`config.mk`:
```
export PLATFORM = sky130hd
export DESIGN_NAME = key_sched_ctrl
export DESIGN_NICKNAME = d
export VERILOG_FILES = /design/src/rtl/key_sched_ctrl_pkg.sv /design/src/rtl/key_sched_ctrl_rk_store.sv /design/src/rtl/key_sched_ctrl.sv
export SDC_FILE = /design/constraint.sdc
export NUM_CORES = 2
export LEC_CHECK = 0
export CAP_MARGIN = 5
export CORE_ASPECT_RATIO = 1.1
export CORE_MARGIN = 5
export CORE_UTILIZATION = 30
export DETAILED_ROUTE_END_ITERATION = 8
export PLACE_DENSITY_LB_ADDON = 0.25
export SYNTH_ARGS = -nofsm -noshare
export SYNTH_HDL_FRONTEND = slang
export SYNTH_SLANG_ARGS = --single-unit
```
`constraint.sdc`:
```
create_clock -name clk -period 18 [get_ports clk]
set_clock_uncertainty 0.05 [all_clocks]
set_input_delay 3.6 -clock clk [delete_from_list [all_inputs] [get_ports clk]]
set_output_delay 3.6 -clock clk [all_outputs]
set_load 0.01 [all_outputs]
```
`src/rtl/key_sched_ctrl_pkg.sv`:
```
// rtl/key_sched_ctrl_pkg.sv - shared AES key-schedule constants, FSM encoding and Rcon table
package key_sched_ctrl_pkg;
   localparam int AES_KEY_LEN    = 128;
   localparam int AES_WORD_LEN   = 32;
   localparam int AES_NUM_ROUNDS = 10;
   localparam int RK_ADDR_W      = 4;

   typedef enum logic [2:0] {
      ST_IDLE,
      ST_ISSUE,
      ST_WAIT,
      ST_DONE,
      ST_ERR
   } ks_state_t;

   // Rcon word for rounds 1..10; any other index yields zero.
   function automatic logic [31:0] rcon_word(input logic [3:0] round);
      logic [7:0] rc;
      case (round)
         4'd1:    rc = 8'h01;
         4'd2:    rc = 8'h02;
         4'd3:    rc = 8'h04;
         4'd4:    rc = 8'h08;
         4'd5:    rc = 8'h10;
         4'd6:    rc = 8'h20;
         4'd7:    rc = 8'h40;
         4'd8:    rc = 8'h80;
         4'd9:    rc = 8'h1B;
         4'd10:   rc = 8'h36;
         default: rc = 8'h00;
      endcase
      return {rc, 24'h0};
   endfunction
endpackage

```
`src/rtl/key_sched_ctrl_rk_store.sv`:
```
// rtl/key_sched_ctrl_rk_store.sv - round-key store, one sync write port and one registered read port
module rk_store #(
   parameter int KEY_LEN = 128,
   parameter int DEPTH   = 11,
   parameter int AW      = 4
) (
   input  logic               clk,
   input  logic               reset,
   input  logic               wr_en,
   input  logic [AW-1:0]      wr_addr,
   input  logic [KEY_LEN-1:0] wr_data,
   input  logic [AW-1:0]      rd_addr,
   output logic [KEY_LEN-1:0] rd_data
);
   logic [KEY_LEN-1:0] mem [DEPTH];

   // Contents survive reset; the controller's keys_valid flag says whether they are current.
   always_ff @(posedge clk) begin
      if (wr_en && (wr_addr < AW'(DEPTH))) begin
         mem[wr_addr] <= wr_data;
      end
   end

   always_ff @(posedge clk) begin
      if (!reset) begin
         rd_data <= '0;
      end else if (rd_addr < AW'(DEPTH)) begin
         rd_data <= mem[rd_addr];
      end else begin
         rd_data <= '0;
      end
   end
endmodule

```
`src/rtl/key_sched_ctrl.sv`:
```
// rtl/key_sched_ctrl.sv - AES-128 key-schedule controller driving an external round-key generator
module key_sched_ctrl
   import key_sched_ctrl_pkg::*;
#(
   parameter int KEY_LEN    = AES_KEY_LEN,
   parameter int WORD_LEN   = AES_WORD_LEN,
   parameter int NUM_ROUNDS = AES_NUM_ROUNDS,
   parameter int TIMEOUT    = 15
) (
   input  logic                 clk,
   input  logic                 reset,
   input  logic                 start,
   input  logic [KEY_LEN-1:0]   cipher_key,
   output logic                 busy,
   output logic                 done,
   output logic                 err,
   output logic                 keys_valid,
   output logic                 gk_valid_in,
   output logic [KEY_LEN-1:0]   gk_key_in,
   output logic [WORD_LEN-1:0]  gk_rcon,
   input  logic [KEY_LEN-1:0]   gk_round_key,
   input  logic                 gk_valid_out,
   input  logic [RK_ADDR_W-1:0] rk_rd_addr,
   output logic [KEY_LEN-1:0]   rk_rd_data
);
   localparam int CW = $clog2(TIMEOUT + 1);

   ks_state_t              state;
   logic [RK_ADDR_W-1:0]   round;
   logic [CW-1:0]          wait_cnt;

   logic                   st_wr_en;
   logic [RK_ADDR_W-1:0]   st_wr_addr;
   logic [KEY_LEN-1:0]     st_wr_data;

   // Store writes happen only on an accepted start or a generator response taken in WAIT.
   always_comb begin
      st_wr_en   = 1'b0;
      st_wr_addr = '0;
      st_wr_data = cipher_key;
      if (reset) begin
         if (state == ST_IDLE && start) begin
            st_wr_en = 1'b1;
         end else if (state == ST_WAIT && gk_valid_out) begin
            st_wr_en   = 1'b1;
            st_wr_addr = round;
            st_wr_data = gk_round_key;
         end
      end
   end

   // gk_key_in/gk_rcon only change when entering ISSUE, so they hold through the whole WAIT.
   always_ff @(posedge clk) begin
      if (!reset) begin
         state       <= ST_IDLE;
         round       <= '0;
         wait_cnt    <= '0;
         busy        <= 1'b0;
         done        <= 1'b0;
         err         <= 1'b0;
         keys_valid  <= 1'b0;
         gk_valid_in <= 1'b0;
         gk_key_in   <= '0;
         gk_rcon     <= '0;
      end else begin
         done        <= 1'b0;
         err         <= 1'b0;
         gk_valid_in <= 1'b0;
         case (state)
            ST_IDLE: begin
               if (start) begin
                  round       <= RK_ADDR_W'(1);
                  keys_valid  <= 1'b0;
                  busy        <= 1'b1;
                  gk_valid_in <= 1'b1;
                  gk_key_in   <= cipher_key;
                  gk_rcon     <= WORD_LEN'(rcon_word(4'd1));
                  state       <= ST_ISSUE;
               end
            end
            ST_ISSUE: begin
               wait_cnt <= '0;
               state    <= ST_WAIT;
            end
            ST_WAIT: begin
               if (gk_valid_out) begin
                  if (round == RK_ADDR_W'(NUM_ROUNDS)) begin
                     busy       <= 1'b0;
                     done       <= 1'b1;
                     keys_valid <= 1'b1;
                     state      <= ST_DONE;
                  end else begin
                     round       <= round + RK_ADDR_W'(1);
                     gk_valid_in <= 1'b1;
                     gk_key_in   <= gk_round_key;
                     gk_rcon     <= WORD_LEN'(rcon_word(round + RK_ADDR_W'(1)));
                     state       <= ST_ISSUE;
                  end
               end else if (wait_cnt == CW'(TIMEOUT - 1)) begin
                  busy  <= 1'b0;
                  err   <= 1'b1;
                  state <= ST_ERR;
               end else begin
                  wait_cnt <= wait_cnt + CW'(1);
               end
            end
            ST_DONE, ST_ERR: begin
               state <= ST_IDLE;
            end
            default: begin
               state <= ST_IDLE;
            end
         endcase
      end
   end

   rk_store #(
      .KEY_LEN (KEY_LEN),
      .DEPTH   (NUM_ROUNDS + 1),
      .AW      (RK_ADDR_W)
   ) u_rk_store (
      .clk     (clk),
      .reset   (reset),
      .wr_en   (st_wr_en),
      .wr_addr (st_wr_addr),
      .wr_data (st_wr_data),
      .rd_addr (rk_rd_addr),
      .rd_data (rk_rd_data)
   );
endmodule

```
==> impl_metrics.json <==
{
  "synth_top_family_by_area": "multiplexers",
  "synth.area.top_cells": "edfxtp_1 (65%), mux4_2 (8.9%), dfxtp_1 (8.7%)",
  "fp.dieW_um": 452,
  "ant_nets": 0,
  "max_freq_mhz": 134,
  "post_cts_buffers": 0,
  "drive_above_1_share_pct": 15.9,
  "grt_pass1_wl_um": 259000,
  "stdcell_count": 7206,
  "io_buffers": 532,
  "area.growth.synth_to_final_pct": 21.9,
  "nets": 4442,
  "min_period_ns": 7.49,
  "hold_buffers": 0,
  "pin_count": 557,
  "cts_tree": "done",
  "drt_iter0_markers": 2376,
  "muxShareOfSynthArea_pct": 15.2,
  "htree_num_levels": 4,
  "clk_latency_ns": 0.82,
  "start_util_pct": 30.2,
  "cts.sinks": 1688,
  "cts_resized": 0,
  "worstPathMaxFanout": 52,
  "synth-async-reset-ratio_pct": 0,
  "dp_hpwl_um": 103000,
  "ys_warn_count": 0,
  "avgViaCountPerCell": 4.81,
  "synthAdderAreaFrac_pct": 0.155,
  "required_ns": 18.38,
  "grt_use_total_pct": 15.7,
  "antenna_found_initial": 8,
  "power.density_nw_per_um2": 109,
  "drc": 0,
  "min_path_type": "reg2reg",
  "route.vias.total": 34625,
  "yosysTopAreaCellShare_pct": 65.5,
  "path_class": "in2reg",
  "critPathLaunchType": "input pin",
  "yosysTopAreaCell": "edfxtp_1",
  "synth_commonest_cells": "edfxtp_1 (1,408), dfxtp_1 (280), nand2_1 (274)",
  "dpl_cell_area_um2": 73000,
  "cap_violations": 0,
  "synth-edff-count": 1408,
  "synth-seq-area-share_pct": 74.2,
  "yosys.area_share.simple_pct": 3.03,
  "synth_cells": 3629,
  "clkTransAtPathRegs_ns": 0.06,
  "cp-end-kind": "flop",
  "wl_per_cell_um": 25.0,
  "stdcell_area_um2": 78700,
  "synthesis.area_um2": 64600,
  "period_share_pct": 41.6,
  "wirelength_um": 180000,
  "setup-tns-final_ns": 0,
  "slew_viol_final": 0,
  "synth-seq-cells": 1688,
  "synth_ff_type": "edfxtp_1",
  "grt_max_degree": 111,
  "root_buffer": "clkbuf_16",
  "ys_types": 56,
  "die_h_um": 497,
  "syn_area_per_cell_um2": 17.8,
  "synth_compound_area_share_pct": 5.40,
  "row_count": 178,
  "maxSlewHeadroom_pct": 21.3,
  "dieArea_um2": 225000,
  "final_hold_viol_count": 0,
  "status": "finished, final reports clean",
  "arrival_ns": 7.87,
  "dp.cells": 6869,
  "drt_pass1_iterations": 4,
  "synthMostInstantiatedCell": "edfxtp_1",
  "hold_ws_ns": 0.424,
  "design.core.area_um2": 214000,
  "gr-total-overflow": 0,
  "setup_violations": 0,
  "vdd_drop_max_v": 0.0000844,
  "gp_congestion": 0.750,
  "cts_made_buffers": 179,
  "synth_xor_area_share_pct": 0.0407,
  "p_leak_nw": 25.0,
  "rsz0062_at_grt": "false",
  "grt_pass1_vias": 36576,
  "cts_buffer_depth": 3,
  "worst_slew_pin_slew_ns": 1.18
}
==> flip-flops by register name, indices dropped and copies added, names as in the netlist <==
signal	cells
state	3
wait_cnt	4
keys_valid	1
gk_key_in	128
round	4
gk_valid_in	1
u_rk_store.rd_data	128
done	1
busy	1
gk_rcon	8
err	1
u_rk_store.mem	1408
==> through the flow <==
step,power (mW),setup WS [ns],util (%)
2_1_floorplan,4.74,3.66,-
3_3_place_gp,5.06,9.53,34.1
3_5_place_dp,5.06,9.53,34.1
4_1_cts,8.70,10.44,36.8
5_1_grt,8.90,10.31,36.8
6_report,8.57,10.51,36.8
==> path summary, 6_finish.rpt <==
check / from / endpoint / slack [ns] / depth (start not counted)
min reg2reg: gk_rcon[31] / gk_rcon[31] / 0.42 / 1
min: gk_rcon[31] / gk_rcon[31] / 0.42 / 1
max reg2reg: round[0] / gk_key_in[91] / 13.50 / 8
max: reset / u_rk_store.mem[6][13] / 10.51 / 9
==> worst max-delay path, cell delays in order <==
cell             delay, ns
clkdlybuf4s50_1       0.46
buf_4                 0.26
or3b_1                0.52
nor2_4                0.16
buf_4                 0.62
nand2_1               0.39
nor2_4                0.18
buf_4                 0.66
buf_4                 0.82
==> routing by layer <==
layer,track usage (%),routed length [µm]
met5,0,0
met4,4.45,4200
met3,3.06,9240
met2,27.5,91300
met1,19.9,75700
==> layout by cell type (no fill, tap or decap), drive strengths merged, types with 4 or more instances in the layout <==
| cell | instances |
|---|---|
| a211oi | 131 |
| a21oi | 266 |
| a31oi | 4 |
| and3 | 5 |
| buf | 71 |
| bufinv | 8 |
| clkbuf | 258 |
| clkdlybuf4s50 | 529 |
| clkinv | 53 |
| clkinvlp | 4 |
| conb | 24 |
| dfxtp | 280 |
| edfxtp | 1408 |
| ha | 8 |
| inv | 17 |
| mux2 | 130 |
| mux2i | 256 |
| mux4 | 256 |
| nand2 | 275 |
| nand3 | 5 |
| nor2 | 144 |
| nor2b | 5 |
| nor3 | 9 |
| o211ai | 129 |
| o21ai | 6 |
==> final cells by class <==
type / count / area, µm²
fillers: 20009 / 135000
flip-flops and latches: 1688 / 47900
multi-input cells: 1696 / 15600
repair buffers: 600 / 5910
clock buffers: 258 / 4970
well taps: 2880 / 3600
clock inverters: 77 / 742
inverters: 5 / 23.8
diodes: 2 / 5.00
==> power by group <==
part	total, mW	internal (mW)	leakage, nW	switching, mW
Clock	3.60	2.05	2.77	1.55
Combinational	0.622	0.275	7.18	0.347
Sequential	4.35	4.31	15.0	0.0374
Total	8.57	6.63	25.0	1.94
==> cell families after synthesis <==
family                     count (synthesis)
muxes                                    642
buffers and inverters                    268
AOI/OAI and AO/OA                        551
adders and majority gates                  8
other                                      1
xor gates and xnor gates                   3
and+or+nand+nor                          468
DFF                                     1688
Note: power is estimated with default switching activity, not from simulation.
